[src/rtl/uart_echo_responder.sv]
// rtl/uart_echo_responder.sv - byte FIFO from uart_rx replayed to uart_tx with optional CR->CRLF expansion
module uart_echo_responder #(
   parameter int DEPTH_LOG2   = 4,
   parameter int CRLF         = 1,
   parameter int BUSY_TIMEOUT = 15
) (
   input  logic                  clk,
   input  logic                  rst,
   input  logic                  rx_ready,
   input  logic [7:0]            rx_data,
   input  logic                  tx_busy,
   output logic                  tx_send,
   output logic [7:0]            tx_data,
   output logic [DEPTH_LOG2:0]   fifo_count,
   output logic                  overflow
);
   localparam int DEPTH = 1 << DEPTH_LOG2;
   localparam int TW    = $clog2(BUSY_TIMEOUT + 2);
   localparam logic [DEPTH_LOG2:0] FULL     = (DEPTH_LOG2 + 1)'(DEPTH);
   localparam logic [TW-1:0]       TMO_LAST = TW'(BUSY_TIMEOUT);

   typedef enum logic [1:0] {IDLE, SEND, WAIT_HI, WAIT_LO} state_t;

   state_t                state_q, state_d;
   logic [7:0]            mem_q [DEPTH];
   logic [DEPTH_LOG2-1:0] wr_ptr_q, wr_ptr_d;
   logic [DEPTH_LOG2-1:0] rd_ptr_q, rd_ptr_d;
   logic [DEPTH_LOG2:0]   count_q, count_d;
   logic                  overflow_q, overflow_d;
   logic                  tx_send_q, tx_send_d;
   logic [7:0]            tx_data_q, tx_data_d;
   logic                  lf_pending_q, lf_pending_d;
   logic [TW-1:0]         tmo_q, tmo_d;
   logic                  wr_en;
   logic                  pop;
   logic [7:0]            head;

   always_comb begin
      // A pop in the same cycle never frees space for a write at full
      wr_en      = rx_ready && (count_q != FULL);
      pop        = (state_q == IDLE) && (count_q != '0) && !tx_busy;
      head       = mem_q[rd_ptr_q];
      wr_ptr_d   = wr_en ? wr_ptr_q + DEPTH_LOG2'(1) : wr_ptr_q;
      rd_ptr_d   = pop ? rd_ptr_q + DEPTH_LOG2'(1) : rd_ptr_q;
      overflow_d = overflow_q || (rx_ready && !wr_en);
      count_d    = count_q;
      if (wr_en && !pop) begin
         count_d = count_q + (DEPTH_LOG2 + 1)'(1);
      end else if (pop && !wr_en) begin
         count_d = count_q - (DEPTH_LOG2 + 1)'(1);
      end

      state_d      = state_q;
      tx_data_d    = tx_data_q;
      lf_pending_d = lf_pending_q;
      tmo_d        = tmo_q;
      case (state_q)
         IDLE: begin
            if (pop) begin
               tx_data_d    = head;
               lf_pending_d = (CRLF == 1) && (head == 8'h0D);
               state_d      = SEND;
            end
         end
         SEND: begin
            tmo_d   = '0;
            state_d = WAIT_HI;
         end
         WAIT_HI: begin
            if (tx_busy || (tmo_q == TMO_LAST)) begin
               state_d = WAIT_LO;
            end else begin
               tmo_d = tmo_q + TW'(1);
            end
         end
         WAIT_LO: begin
            if (!tx_busy) begin
               if (lf_pending_q) begin
                  tx_data_d    = 8'h0A;
                  lf_pending_d = 1'b0;
                  state_d      = SEND;
               end else begin
                  state_d = IDLE;
               end
            end
         end
         default: state_d = IDLE;
      endcase
      tx_send_d = (state_d == SEND);
   end

   always_ff @(posedge clk) begin
      if (rst) begin
         state_q      <= IDLE;
         wr_ptr_q     <= '0;
         rd_ptr_q     <= '0;
         count_q      <= '0;
         overflow_q   <= 1'b0;
         tx_send_q    <= 1'b0;
         tx_data_q    <= 8'h00;
         lf_pending_q <= 1'b0;
         tmo_q        <= '0;
      end else begin
         state_q      <= state_d;
         wr_ptr_q     <= wr_ptr_d;
         rd_ptr_q     <= rd_ptr_d;
         count_q      <= count_d;
         overflow_q   <= overflow_d;
         tx_send_q    <= tx_send_d;
         tx_data_q    <= tx_data_d;
         lf_pending_q <= lf_pending_d;
         tmo_q        <= tmo_d;
      end
   end

   always_ff @(posedge clk) begin
      if (wr_en) begin
         mem_q[wr_ptr_q] <= rx_data;
      end
   end

   assign tx_send    = tx_send_q;
   assign tx_data    = tx_data_q;
   assign fifo_count = count_q;
   assign overflow   = overflow_q;
endmodule

[config.mk]
export PLATFORM = sky130hd
export DESIGN_NAME = uart_echo_responder
export DESIGN_NICKNAME = d
export VERILOG_FILES = /design/src/rtl/uart_echo_responder.sv
export SDC_FILE = /design/constraint.sdc
export NUM_CORES = 1
export LEC_CHECK = 0
export ABC_AREA = 1
export BUFFER_PORTS_ARGS = -buffer_cell sky130_fd_sc_hd__buf_2
export CAP_MARGIN = 5
export CELL_PAD_IN_SITES_DETAIL_PLACEMENT = 1
export CELL_PAD_IN_SITES_GLOBAL_PLACEMENT = 1
export CORE_MARGIN = 1
export CORE_UTILIZATION = 48
export CTS_BUF_LIST = sky130_fd_sc_hd__clkbuf_2 sky130_fd_sc_hd__clkbuf_4 sky130_fd_sc_hd__clkbuf_8
export CTS_CLUSTER_DIAMETER = 80
export DETAILED_ROUTE_END_ITERATION = 6
export PLACE_DENSITY_LB_ADDON = 0.15
export SLEW_MARGIN = 20
export SYNTH_ARGS = -nofsm -noshare
export SYNTH_HDL_FRONTEND = slang
export SYNTH_SLANG_ARGS = --single-unit
[constraint.sdc]
create_clock -name clk -period 3 [get_ports clk]
set_input_delay 0.6 -clock clk [delete_from_list [all_inputs] [get_ports clk]]
set_output_delay 0.6 -clock clk [all_outputs]
set_load 0.01 [all_outputs]
==> out/metrics.cfg <==
[synthesis]
synth_cells=677
synth_fp_nets=701
ys.flop_type=edfxtp_1
async_reset_ff_share_pct=0
synth_edf_count=128
ys_seq_area_share_pct=65.8
ys.warnings.count=0
syn_area_per_cell_um2=10.2
synthesis.area_um2=6910
ys_types=27
synth-seq-cells=163

[timing]
min_period_ns=2.73
relSlewSlack_pct=44.3
post-route-period-util_pct=90.9
final-hold-violation-count=0
tns_ns=0
clock_skew_ns=0.0120
setup_viol_count_final=0
fmax_mhz=367
fin_ws_ns=0.274
worstMarginPinSlew_ns=0.832
whs_ns=0.409
rsz0062_at_grt=no
slew_viol_final=0

[power]
p_leak_nw=3.05
ir_drop_v=0.000382
powerDensity_nw_per_um2=782
power_mw=5.96

[detailed_routing]
drt_wl_total_um=16900
via_per_inst=5.28
ant_nets=0
drc=0
drtPass1Iterations=4
vias=4776
wl_per_cell_um=18.7
drt_iter0_drc=288

[clock_network]
clockBufferDepth=2
cts_htree_levels=4
cts_setup_buffers=0
numCtsBuffers=17
clk_pin_slew_ns=0.08
hold_buffers=0
clk_latency_ns=0.46
cts_root_buf=clkbuf_8
cts_tree=built
cts_num_sinks=163
cts-resized-gates=0

[worst_setup_path]
path_class=flip-flop to flip-flop
cp-end-kind=flip-flop
cp_slowest_cell=nor4_2
arrival_ns=3.07
critPathMaxStageDelay_ns=0.41
cpMostUsedCell=nand2_1
r2r_start=fifo_count[0]$_SDFFE_PP0P_
reg2regPathDepth=14
critical_path_required_ns=3.35
critical_path.cell_chain=nor4_2, nand2_1, nand2_1, inv_1, ha_1, inv_1, ha_1, a21o_1, a21oi_1, nor2_1, nor2_1, nand2_1, o21ai_0, a21oi_1
critical_path.max_fanout=5
startpoint_type=flip-flop
r2r-end=fifo_count[4]$_SDFFE_PP0P_
regToRegSetupSlack_ns=0.27

[placement]
io_buffer_count=26
gp_congestion=0.827
placed_cells=872
dpl_cell_area_um2=7210
preCtsSetupSlack_ns=0.310
dp_hpwl_um=11100

[worst_hold_path]
hold_class=input port to flip-flop
holdCritStartpoint=rx_ready
min_to=overflow$_SDFF_PP0_
min_path_cells=3

[floorplan]
core_um2=13900
io_pins=27
die_y_um=122
start_util_pct=49.6
die_x_um=122
dieArea_um2=14900
fp-row-count=43

[global_routing]
grt_max_degree=75
grt_overflow_total=0
antenna_found_initial=0
grt_use_total_pct=24.6
grt_first_pass_wirelength_um=26400
grt_pass1_vias=4788

[cells_and_area]
antennaDiodeCount=0
layout-drive-gt1-share_pct=10.5
final_area_um2=7620
multi_input_area_um2=1910
fin_cells=904
final_common_cell=nand2_1
finalNetCount=735
final-seq-area_um2=4550
layout_common_cells=181 x nand2_1, 128 x edfxtp_1, 76 x nor2_1, 73 x inv_1, 65 x nand3_1
area_delta_synth_final_pct=10.3
fillers=1587
final_core_util_pct=54.7

[status]
outcome=completed

[run]
maxCapViolCount=0

[cell usage after synthesis, types with 5 or more instances]
cell,n,share of area (%)
a21oi_1,21,1.5
buf_2,14,1.0
buf_6,7,1.1
clkbuf_1,5,0.27
dfxtp_1,35,10
edfxtp_1,128,56
ha_1,11,2.0
inv_1,73,4.0
nand2_1,181,9.8
nand3_1,65,4.7
nor2_1,76,4.1
nor3_1,5,0.36
o211ai_1,12,1.3
o21ai_0,26,1.9
[cell type report]
type	count	area share, %
Timing Repair Buffer	42	3.28
Inverter	75	3.69
Clock inverter	13	2.10
Tap cell	180	2.96
Multi-Input combinational cell	412	25.0
Sequential cell	163	59.7
Clock buffer	19	3.27
[sequential cells by signal, summed over array words and instances (netlist names), named ones only]
name / flops
state_q: 2
tx_send: 1
wr_ptr_q: 4
fifo_count: 5
rd_ptr_q: 4
tmo_q: 5
tx_data: 8
lf_pending_q: 1
overflow: 1
mem_q: 128
[worst max-delay path: cells and delay by family (launching register included)]
kind,cells,cell delay (ns)
flip-flops,1,0.37
AO/OA/AOI/OAI,4,0.56
buffers and inverters,2,0.28
adder cells (fa/ha/maj),2,0.55
AND/OR/NAND/NOR,6,0.86
[kinds of logic (layout without fill, tap and decap cells)]
group                      after synthesis  after routing  share of synthesized area [%]
and+or+nand+nor                        329            329                           19.3
DFF                                    163            163                           65.8
buffers and inverters                  102            149                           6.61
AOI/OAI and AO/OA                       67             67                           5.51
adders and majority gates               12             12                           2.28
xor gates and xnor gates                 4              4                          0.507
[power by group]
group / internal (mW) / switching (mW)
clock: 0.839 / 0.809
sequential: 2.58 / 0.0974
combinational: 0.520 / 1.11
[worst max-delay path by stage]
stage          depth (start not counted)                        from                         end  slack, ns
4_1_cts                               14  fifo_count[0]$_SDFFE_PP0P_  fifo_count[4]$_SDFFE_PP0P_       0.26
3_3_place_gp                          14  fifo_count[0]$_SDFFE_PP0P_  fifo_count[4]$_SDFFE_PP0P_       0.41
3_5_place_dp                          14  fifo_count[0]$_SDFFE_PP0P_  fifo_count[4]$_SDFFE_PP0P_       0.31
5_1_grt                               14  fifo_count[0]$_SDFFE_PP0P_  fifo_count[4]$_SDFFE_PP0P_       0.05
2_1_floorplan                         14  fifo_count[0]$_SDFFE_PP0P_  fifo_count[4]$_SDFFE_PP0P_       0.57
6_report                              14  fifo_count[0]$_SDFFE_PP0P_  fifo_count[4]$_SDFFE_PP0P_       0.27
[routing by layer]
layer  vias up  GRT usage, %  part of all wire (%)  wire length (um)
met1      2352          33.3                    46              7760
met2        87          39.1                    48              8120
li1       2312             -                     -                 -
met5         -             0                     0                 0
met3        25          4.54                   3.6               607
met4         0          9.80                   2.4               406
(Power assumes the default switching activity.)
